`src/rtl/temp_alarm_ctrl.sv`:
```
// rtl/temp_alarm_ctrl.sv - persistence-filtered temperature alarm with emergency latch and blinking LED
// Optional emergency entry counter: define TEMP_ALARM_EVENT_COUNT_EN.
module temp_alarm_ctrl #(
  parameter int TICK_DIV      = 5000000,
  parameter int PERSIST_TICKS = 3,
  parameter int BLINK_BORDER  = 8,
  parameter int BLINK_WARN    = 4
) (
  input  logic       clk,
  input  logic       rst,
  input  logic       normal,
  input  logic       border_line,
  input  logic       warning,
  input  logic       emergency,
  input  logic       ack,
  output logic [1:0] alarm_level,
  output logic       alarm_latched,
  output logic       led_blink,
  output logic       level_changed,
  output logic       input_err,
  output logic [7:0] event_count
);

  localparam int DIV_W     = (TICK_DIV > 2) ? $clog2(TICK_DIV) : 1;
  localparam int PER_W     = $clog2(PERSIST_TICKS + 1);
  localparam int BLINK_MAX = (BLINK_BORDER > BLINK_WARN) ? BLINK_BORDER : BLINK_WARN;
  localparam int BLK_W     = (BLINK_MAX > 2) ? $clog2(BLINK_MAX) : 1;

  localparam logic [1:0] LVL_NORMAL = 2'd0;
  localparam logic [1:0] LVL_BORDER = 2'd1;
  localparam logic [1:0] LVL_WARN   = 2'd2;
  localparam logic [1:0] LVL_EMERG  = 2'd3;

  localparam logic [DIV_W-1:0] DIV_LAST    = DIV_W'(TICK_DIV - 1);
  localparam logic [PER_W-1:0] PER_MAX     = PER_W'(PERSIST_TICKS);
  localparam logic [BLK_W-1:0] BORDER_LAST = BLK_W'(BLINK_BORDER - 1);
  localparam logic [BLK_W-1:0] WARN_LAST   = BLK_W'(BLINK_WARN - 1);

  logic [3:0]       flags;
  logic             one_hot;
  logic [1:0]       raw;
  logic [DIV_W-1:0] div_cnt;
  logic             tick;
  logic [1:0]       candidate;
  logic [PER_W-1:0] persist_cnt;
  logic [PER_W-1:0] persist_nxt;
  logic             stable;
  logic             persisted;
  logic [1:0]       level_nxt;
  logic             latched_nxt;
  logic [BLK_W-1:0] blink_cnt;
  logic [BLK_W-1:0] blink_last;

  assign flags   = {emergency, warning, border_line, normal};
  assign one_hot = (flags != 4'd0) && ((flags & (flags - 4'd1)) == 4'd0);

  always_comb begin
    raw = LVL_NORMAL;
    if (emergency)        raw = LVL_EMERG;
    else if (warning)     raw = LVL_WARN;
    else if (border_line) raw = LVL_BORDER;
  end

  assign tick = (div_cnt == DIV_LAST);

  always_ff @(posedge clk) begin
    if (rst || tick) div_cnt <= '0;
    else             div_cnt <= div_cnt + DIV_W'(1);
  end

  // A tick in the same cycle as a candidate change is discarded, since the count restarts.
  assign stable = (raw == candidate);

  always_comb begin
    persist_nxt = persist_cnt;
    if (!stable)
      persist_nxt = '0;
    else if (tick && (persist_cnt != PER_MAX))
      persist_nxt = persist_cnt + PER_W'(1);
  end

  assign persisted = stable && (persist_nxt == PER_MAX);

  always_comb begin
    level_nxt   = alarm_level;
    latched_nxt = alarm_latched;
    if (raw == LVL_EMERG) begin
      level_nxt   = LVL_EMERG;
      latched_nxt = 1'b1;
    end else if (alarm_latched) begin
      // Level stays pinned at emergency until an ack arrives with the input out of emergency.
      if (ack) begin
        latched_nxt = 1'b0;
        if (persisted) level_nxt = candidate;
      end
    end else if (persisted) begin
      level_nxt = candidate;
    end
  end

  always_comb begin
    case (alarm_level)
      LVL_BORDER: blink_last = BORDER_LAST;
      LVL_WARN:   blink_last = WARN_LAST;
      default:    blink_last = '0;
    endcase
  end

  always_ff @(posedge clk) begin
    if (rst) begin
      candidate     <= LVL_NORMAL;
      persist_cnt   <= '0;
      alarm_level   <= LVL_NORMAL;
      alarm_latched <= 1'b0;
      level_changed <= 1'b0;
      input_err     <= 1'b0;
      blink_cnt     <= '0;
      led_blink     <= 1'b0;
    end else begin
      candidate     <= raw;
      persist_cnt   <= persist_nxt;
      alarm_level   <= level_nxt;
      alarm_latched <= latched_nxt;
      level_changed <= (level_nxt != alarm_level);
      input_err     <= !one_hot;
      if (level_nxt != alarm_level) begin
        blink_cnt <= '0;
        led_blink <= (level_nxt != LVL_NORMAL);
      end else if (alarm_level == LVL_NORMAL) begin
        blink_cnt <= '0;
        led_blink <= 1'b0;
      end else if (tick) begin
        if (blink_cnt >= blink_last) begin
          blink_cnt <= '0;
          led_blink <= ~led_blink;
        end else begin
          blink_cnt <= blink_cnt + BLK_W'(1);
        end
      end
    end
  end

`ifdef TEMP_ALARM_EVENT_COUNT_EN
  logic [7:0] event_cnt_q;

  always_ff @(posedge clk) begin
    if (rst)
      event_cnt_q <= 8'd0;
    else if (latched_nxt && !alarm_latched && (event_cnt_q != 8'hFF))
      event_cnt_q <= event_cnt_q + 8'd1;
  end

  assign event_count = event_cnt_q;
`else
  assign event_count = 8'd0;
`endif

endmodule

```
`config.mk`:
```
export PLATFORM = sky130hd
export DESIGN_NAME = temp_alarm_ctrl
export DESIGN_NICKNAME = d
export VERILOG_FILES = /design/src/rtl/temp_alarm_ctrl.sv
export SDC_FILE = /design/constraint.sdc
export NUM_CORES = 1
export LEC_CHECK = 0
export CAP_MARGIN = 20
export CORE_MARGIN = 5
export CORE_UTILIZATION = 45
export DETAILED_ROUTE_END_ITERATION = 7
export PLACE_DENSITY_LB_ADDON = 0.1
export SLEW_MARGIN = 10
export SYNTH_ARGS = -nofsm -noshare
export SYNTH_HDL_FRONTEND = slang
export SYNTH_SLANG_ARGS = --single-unit
```
`constraint.sdc`:
```
create_clock -name clk -period 3.29 [get_ports clk]
set_clock_uncertainty 0.2 [all_clocks]
set_input_delay 0.329 -clock clk [delete_from_list [all_inputs] [get_ports clk]]
set_output_delay 0.329 -clock clk [all_outputs]
set_load 0.02 [all_outputs]
```
=== Word-level counts from Yosys, hierarchy flattened ===
Cells that the tools add are included.

* Register bits after elaboration: 36
* Latch bits: 0
* RAM bits: 0
* ROM bits: 0
* Bits of input ports: 7
* Output and inout port bits: 14
* Logic and storage cells: 55
* Memories kept: 0

* $add $sub $neg: 4
* $mul: 0
* Div/mod/pow operators: 0
* Magnitude comparators: 1
* Equality and inequality tests: 8
* Shifts and indexed selects: 0
* Multiplexer cells: 18
* Bitwise gates (word level): 2
* Reduce and logical (&&, ||, !) cells: 13

{| class="wikitable"
|+ Operators by type and width
! cell !! count
|-
| $add A23 B1 Y23 const B || 1
|-
| $eq A23 B23 Y1 const B || 1
|-
| $mux W2 || 8
|-
| $mux W1 || 8
|-
| $eq A2 B2 Y1 const B || 3
|-
| $pmux W3 S2 || 1
|-
| $reduce_bool A3 Y1 || 2
|-
| $and A4 B4 Y4 || 1
|-
| $logic_not A4 Y1 || 1
|-
| $reduce_bool A4 Y1 || 1
|-
| $sub A4 B1 Y4 const B || 1
|-
| $add A3 B1 Y3 const B || 1
|-
| $ge A3 B3 Y1 || 1
|-
| $logic_and A1 B1 Y1 || 3
|-
| $mux W3 || 1
|-
| $reduce_or A3 Y1 || 1
|-
| $add A2 B1 Y2 const B || 1
|-
| $eq A2 B1 Y1 const B || 1
|-
| $eq A2 B2 Y1 || 1
|-
| $logic_not A2 Y1 || 1
|-
| $ne A2 B2 Y1 || 1
|-
| $ne A2 B2 Y1 const B || 1
|-
| $reduce_and A2 Y1 || 1
|-
| $reduce_bool A2 Y1 || 1
|-
| other kinds (3) || 3
|}

=== Depth between registers and ports, before layout ===
Gate-level depths: netlist of run 1.

* Depth after elaboration: 14
* Gate-level depth with buffers: 10
* Gate-level depth less buffers: 10

=== Worst setup path before layout of run 1 ===
OpenSTA, ideal clock, no wires.

* Path type: flip-flop to flip-flop
* Start: register div_cnt[15]
* End: register led_blink
* Setup time: 0.137 ns
* Arrival: 2.120 ns
* Required time: 2.953 ns
* Path slack: 0.833 ns
* Stages on the path, launching flop included: 7
* Path buffers: 0
* Period minus slack after synthesis: 2.457 ns
* Path through: dfxtp_1 or4b_1 or3_4 nor3_4 mux2i_2 o221a_1 a221oi_2

* Longest elaborated chain between the ends: 13
* Elaborated cells between the ends (all ways): 16
* Classes of those cells: eq/ne: 3; mux: 7; reduce/logical: 6

{| class="wikitable"
|+ RTL lines
! element !! line !! source
|-
| start, declared || 42 || <nowiki>logic [DIV_W-1:0] div_cnt;</nowiki>
|-
| start signal, assigned || 68 || <nowiki>else div_cnt <= div_cnt + DIV_W'(1);</nowiki>
|-
| $eq A23 B23 Y1 (*) || 64 || <nowiki>assign tick = (div_cnt == DIV_LAST);</nowiki>
|-
| $logic_and A1 B1 Y1 || 78 || <nowiki>else if (tick && (persist_cnt != PER_MAX))</nowiki>
|-
| $mux W2 || 78 ||
|-
| $mux W2 || 76 || <nowiki>if (!stable)</nowiki>
|-
| $eq A2 B2 Y1 || 82 || <nowiki>assign persisted = stable && (persist_nxt == PER_MAX);</nowiki>
|-
| $logic_and A1 B1 Y1 || 82 ||
|-
| $mux W2 || 94, 96 ||
|-
| $mux W2 || 92 || <nowiki>if (ack) begin</nowiki>
|-
| $mux W2 || 90 || <nowiki>end else if (alarm_latched) begin</nowiki>
|-
| $mux W2 || 87 || <nowiki>if (raw == LVL_EMERG) begin</nowiki>
|-
| $ne A2 B2 Y1 || 126 || <nowiki>if (level_nxt != alarm_level) begin</nowiki>
|-
| $reduce_bool A3 Y1 (no source line) || -- ||
|-
| $reduce_and A2 Y1 (no source line) || -- ||
|-
| end signal, assigned || 128 || <nowiki>led_blink <= (level_nxt != LVL_NORMAL);</nowiki>
|-
| end signal, assigned || 135 || <nowiki>led_blink <= ~led_blink;</nowiki>
|-
| end, declared || 18 || <nowiki>output logic led_blink,</nowiki>
|}

Mark *: on every way between the ends. The rest lies on a longest branch, timed or not.
A chain may end at the register's enable or synchronous reset.

=== Final worst setup path of run 1 ===
Ends and elaborated chain as after synthesis.

==> results.json, run 1 <==
{
  "cts_setup_buffers": 0,
  "total_power_mw": 0.831,
  "finalWirelength_um": 3580,
  "clock_sinks": 36,
  "die_area_mm2": 0.00546,
  "ys_async_sr_fraction": 0,
  "critPathSlowestCell": "or4b_1",
  "initial_utilization": 0.463,
  "synth_top_area_frac": 0.392,
  "cp_cell_sequence": "or4b_1, or3_4, nor3_4, mux2i_2, o221a_1, a221oi_2",
  "hold_class": "reg2reg",
  "tritoncts": "done",
  "final_net_count": 244,
  "relSlewSlack": 0.657,
  "multi_input_area_mm2": 0.00103,
  "met2_length_um": 1830,
  "path_max_fanout": 8,
  "worst_pin_slew_ns": 0.513,
  "m1WireLength_um": 1520,
  "postLayoutCellArea_mm2": 0.00206,
  "finalSetupViolCount": 0,
  "syn_area_per_cell_um2": 8.59,
  "drive_gt1_frac": 0.0655,
  "fillers": 374,
  "rows": 23,
  "viasPerCell": 5.30,
  "top_layer_used": "met4",
  "core_region_area_mm2": 0.00397,
  "pin_count": 21,
  "die_w_um": 73.9,
  "peakVddDrop_mv": 0.208,
  "fin_cells": 279,
  "ctsHtreeMaxLevel": 2,
  "fin_util": 0.519,
  "finalMaxSlewViolations": 0,
  "arrival_ns": 2.57,
  "critPathLaunchType": "flop",
  "wl_per_cell_um": 12.8,
  "power.density_mw_per_mm2": 403,
  "place.gp.congestion": 0.800,
  "yosysTopAreaCell": "dfxtp_1",
  "antenna_found_initial": 0,
  "r2r-start": "div_cnt[15]$_SDFF_PP0_",
  "leakagePower_nw": 0.762,
  "cp-end-kind": "flop",
  "yosys-top-cells-area": "dfxtp_1 (39%), nor2_1 (7.1%), xor2_1 (5.7%), ha_1 (5.4%), xnor2_1 (4.8%)",
  "portBuffers": 12,
  "layout_min_cycle_time_ns": 2.63,
  "dr.pass1.iters": 4,
  "setup_slack_ns": 0.663,
  "setup_tns_ns": 0,
  "ctsResizeCount": 0,
  "crit_required_ns": 3.23,
  "clock_tree.buffer_depth": 2,
  "ys.warnings.count": 0,
  "diodes": 0,
  "grt_pass1_wl_um": 5990,
  "path_clk_slew_ns": 0.07,
  "grt_max_degree": 23,
  "grt_usage": 0.140,
  "route.detailed.drc": 0,
  "crit_start": "div_cnt[15]$_SDFF_PP0_",
  "outcome": "finished, final reports clean",
  "rsz0062_at_grt": "false",
  "synthCells": 214,
  "hp-start": "div_cnt[0]$_SDFF_PP0_",
  "maxCapViolCount": 0,
  "grt_pass1_vias": 1368,
  "drt_first_iter_violations": 61,
  "fmaxAchievable_mhz": 381,
  "synthMostInstantiatedCell": "dfxtp_1",
  "gr-total-overflow": 0,
  "min_period_over_period": 0.799,
  "post-dp-hpwl_um": 2680,
  "synth_edf_count": 0,
  "placed_area_mm2": 0.00198,
  "root_buffer": "clkbuf_8",
  "synth_ff_type": "dfxtp_1",
  "die_h_um": 73.9,
  "crit_type": "reg2reg",
  "ys_seq_area_frac": 0.392,
  "syn_area_mm2": 0.00184,
  "timing.hold.ws_ns": 0.240,
  "clk_latency_ns": 0.28,
  "vias": 1480,
  "final_hold_viol_count": 0,
  "ant_nets": 0,
  "met3WireLength_um": 161,
  "synthTopCellsByCount": "dfxtp_1 (36), nor2_1 (35), nand2_1 (13)",
  "cts_buffers": 5,
  "register_area_um2": 721,
  "area_delta_synth_final_pct": 12.1,
  "critical-path-max-stage-delay_ns": 0.51,
  "dpl.cell_count": 272,
  "ys_ff_latch": 36,
  "synth_cell_type_count": 44,
  "pre_cts_slack_ns": 0.680,
  "cts_hold_buf": 0
}
worst max-delay path: cells and delay by family, from the launching register on:
kind	cells	cell delay [ns]
AND/OR/NAND/NOR	3	1.16
multiplexers	1	0.44
AO/OA/AOI/OAI	2	0.35
flip-flops	1	0.34
worst paths after layout:
| check | end | depth (start not counted) | slack, ns |
|---|---|---|---|
| hold reg to reg | div_cnt[0]$_SDFF_PP0_ | 1 | 0.24 |
| setup reg to reg | led_blink$_SDFFE_PP0P_ | 6 | 0.66 |
| hold / removal | div_cnt[0]$_SDFF_PP0_ | 1 | 0.24 |
| setup / recovery | led_blink$_SDFFE_PP0P_ | 6 | 0.66 |
routing by layer:
metal  vias to the layer above  track usage
met5                         -            0
met4                         0       0.0604
met3                         9       0.0397
met2                        25        0.243
met1                       698        0.160
li1                        748            -
layout by cell type (no fill, tap or decap), drive strengths merged, types with 2 or more instances in the layout:
| cell type | count |
|---|---|
| dfxtp | 36 |
| nor2 | 35 |
| nand2 | 13 |
| xor2 | 12 |
| clkdlybuf4s50 | 12 |
| xnor2 | 10 |
| inv | 9 |
| a21oi | 9 |
| o21ai | 8 |
| ha | 8 |
| conb | 8 |
| nand3 | 7 |
| nor3 | 7 |
| and3 | 6 |
| nand4 | 6 |
| clkbuf | 6 |
| nand2b | 3 |
| a311oi | 3 |
| or3 | 3 |
| and2 | 2 |
| and4 | 2 |
| a31oi | 2 |
| nand3b | 2 |
| buf | 2 |
| mux2i | 2 |
power breakdown:
part	leakage (nW)	internal, mW	total, mW	switching (mW)
clock network	0.0410	0.144	0.288	0.144
registers	0.293	0.446	0.454	0.00768
logic	0.428	0.0364	0.0890	0.0526
area by class of cell:
type,count,share of cell area
timing repair buffer,14,0.0656
tap,50,0.0304
inverter,9,0.0164
sequential,36,0.350
clock inverter,1,0.00243
multi-input combinational,163,0.500
clock buffer,6,0.0352
state kept, by name, summed over array words and instances (netlist names):
name / count
div_cnt: 23
blink_cnt: 3
input_err: 1
candidate: 2
persist_cnt: 2
level_changed: 1
alarm_latched: 1
led_blink: 1
alarm_level: 2
cell families after synthesis:
group / count (synthesis) / synth area share
AO/OA/AOI/OAI: 30 / 0.106
XOR/XNOR: 22 / 0.105
adder cells (fa/ha/maj): 8 / 0.0545
buffers and inverters: 22 / 0.0613
flip-flops: 36 / 0.392
multiplexers: 2 / 0.0129
other: 1 / 0.00204
AND/OR/NAND/NOR: 93 / 0.267
Note: power is estimated with default switching activity, not from simulation.
==> run 2: changes to the inputs <==
==> constraint.sdc (replaced) <==
create_clock -name clk -period 2.24 [get_ports clk]
set_clock_uncertainty 0.2 [all_clocks]
set_input_delay 0.224 -clock clk [delete_from_list [all_inputs] [get_ports clk]]
set_output_delay 0.224 -clock clk [all_outputs]
set_load 0.02 [all_outputs]
==> results.json, run 2 (synthesis results as in run 1) <==
{
  "outcome": "finished, violations left",
  "violations": "negative setup slack",
  "r2r-start": "div_cnt[15]$_SDFF_PP0_",
  "grt_usage": 0.152,
  "rows": 23,
  "crit_type": "reg2reg",
  "route.detailed.drc": 0,
  "antenna_found_initial": 0,
  "post-dp-hpwl_um": 2840,
  "drive_gt1_frac": 0.186,
  "diodes": 0,
  "sequentialPowerShare": 0.513,
  "cp_cell_sequence": "or4b_1, or3_4, nor3_4, mux2i_4, o221a_1, a221oi_2",
  "die_area_mm2": 0.00546,
  "dr.pass1.iters": 4,
  "initial_utilization": 0.463,
  "final_hold_viol_count": 0,
  "clk_latency_ns": 0.28,
  "maxCapViolCount": 0,
  "cts_hold_buf": 0,
  "internal_power_mw": 0.976,
  "regMostFlops": "div_cnt",
  "fmaxAchievable_mhz": 423,
  "clock_tree.buffer_depth": 2,
  "grt_pass1_wl_um": 6490,
  "power.density_mw_per_mm2": 556,
  "clock_sinks": 36,
  "wl_per_cell_um": 12.4,
  "p_sw_frac": 0.247,
  "critPathSlowestCell": "or4b_1",
  "ctsHtreeMaxLevel": 2,
  "netSwitchingPower_mw": 0.321,
  "finalWirelength_um": 3820,
  "root_buffer": "clkbuf_8",
  "critPathLaunchType": "flop",
  "final_net_count": 272,
  "core_region_area_mm2": 0.00397,
  "multi_input_area_mm2": 0.00104,
  "ff2ff_path_depth": 6,
  "postLayoutCellArea_mm2": 0.00233,
  "arrival_ns": 2.32,
  "leakagePower_nw": 0.928,
  "setup_slack_ns": -0.126,
  "finalMaxSlewViolations": 0,
  "setup_tns_ns": -0.597,
  "critical-path-max-stage-delay_ns": 0.51,
  "ant_nets": 0,
  "path_max_fanout": 7,
  "min_period_over_period": 1.06,
  "finalSetupViolCount": 7,
  "r2r_end": "led_blink$_SDFFE_PP0P_",
  "grt_pass1_vias": 1549,
  "hold_class": "reg2reg",
  "rsz0062_at_grt": "true",
  "viasPerCell": 5.20,
  "pin_count": 21,
  "portBuffers": 12,
  "power_frac_comb": 0.123,
  "die_w_um": 73.9,
  "die_h_um": 73.9,
  "vias": 1603,
  "mostFrequentLayoutCells": "dfxtp_1 (35), nor2_1 (34), buf_4 (28)",
  "fillers": 364,
  "final_common_cell": "dfxtp_1",
  "pwr-share-clk": 0.364,
  "area_delta_synth_final_pct": 26.8,
  "layout_min_cycle_time_ns": 2.37,
  "tritoncts": "done",
  "grt_max_degree": 23,
  "largest_reg_flops": 23,
  "register_area_um2": 722,
  "crit_end": "led_blink$_SDFFE_PP0P_",
  "rrSetupSlack_ns": -0.13,
  "place.gp.congestion": 0.806,
  "cts_buffers": 5,
  "placed_area_mm2": 0.00220,
  "path_clk_slew_ns": 0.07,
  "crit_required_ns": 2.20,
  "crit_start": "div_cnt[15]$_SDFF_PP0_",
  "cp-end-kind": "flop",
  "drt_first_iter_violations": 138,
  "largest_registers": "div_cnt (23), blink_cnt (3)",
  "peakVddDrop_mv": 0.496,
  "gr-total-overflow": 0
}
[run 2: cell type report]
| type | count | area share |
|---|---|---|
| Inverter | 9 | 0.0145 |
| Clock inverter | 2 | 0.00429 |
| Tap cell | 50 | 0.0268 |
| Timing Repair Buffer | 42 | 0.161 |
| Sequential cell | 36 | 0.310 |
| Clock buffer | 6 | 0.0354 |
| Multi-Input combinational cell | 163 | 0.448 |
[run 2: worst min path at each step]
| stage | cells after the start | slack (ns) | start | endpoint |
|---|---|---|---|---|
| final | 1 | 0.24 | div_cnt[0]$_SDFF_PP0_ | div_cnt[0]$_SDFF_PP0_ |
| after global routing | 1 | 0.25 | div_cnt[0]$_SDFF_PP0_ | div_cnt[0]$_SDFF_PP0_ |
| after CTS | 1 | 0.24 | div_cnt[0]$_SDFF_PP0_ | div_cnt[0]$_SDFF_PP0_ |
| after detailed placement | 1 | 0.23 | div_cnt[0]$_SDFF_PP0_ | div_cnt[0]$_SDFF_PP0_ |
| after global placement | 1 | 0.22 | div_cnt[0]$_SDFF_PP0_ | div_cnt[0]$_SDFF_PP0_ |
| after floorplan | 1 | 0.09 | rst | led_blink$_SDFFE_PP0P_ |
[run 2: critical path, delay by kind of cell (launching register included)]
kind | cells | cell delay [ns]
compound gates | 2 | 0.30
simple gates | 3 | 1.06
flops | 1 | 0.32
mux | 1 | 0.36
[run 2: stage by stage]
| step | util | worst slack [ns] | power [mW] | hold slack (ns) | std cells |
|---|---|---|---|---|---|
| finish | 0.587 | -0.126 | 1.30 | 0.235 | 308 |
| floorplan | - | -0.191 | 0.777 | 0.0902 | 221 |
| CTS | 0.581 | -0.139 | 1.31 | 0.239 | 308 |
| detailed placement | 0.554 | -0.194 | 0.833 | 0.229 | 298 |
| global route | 0.587 | -0.253 | 1.36 | 0.251 | 308 |
| global placement | 0.554 | -0.141 | 0.828 | 0.222 | 298 |
[run 2: routing by layer]
| layer | global-route usage | share of wire | wire length [µm] |
|---|---|---|---|
| met2 | 0.258 | 0.49 | 1860 |
| met3 | 0.0438 | 0.052 | 197 |
| met4 | 0.0704 | 0.026 | 98 |
| met5 | 0 | 0 | 0 |
| met1 | 0.175 | 0.44 | 1670 |
[run 2: power by group through the flow]
stage                     clock, mW  combinational (mW)  sequential (mW)
after CTS                     0.492               0.154            0.665
after global placement            0               0.150            0.679
after detailed placement          0               0.154            0.680
final                         0.472               0.160            0.665
after global routing          0.515               0.177            0.667
after floorplan                   0              0.0910            0.686
[run 2: repair_timing]
action	CTS	global route
buffers inserted	2	0
endpoints found under the setup margin	11	31
pin swaps	4	5
gates cloned	0	1
gates resized for setup	0	3
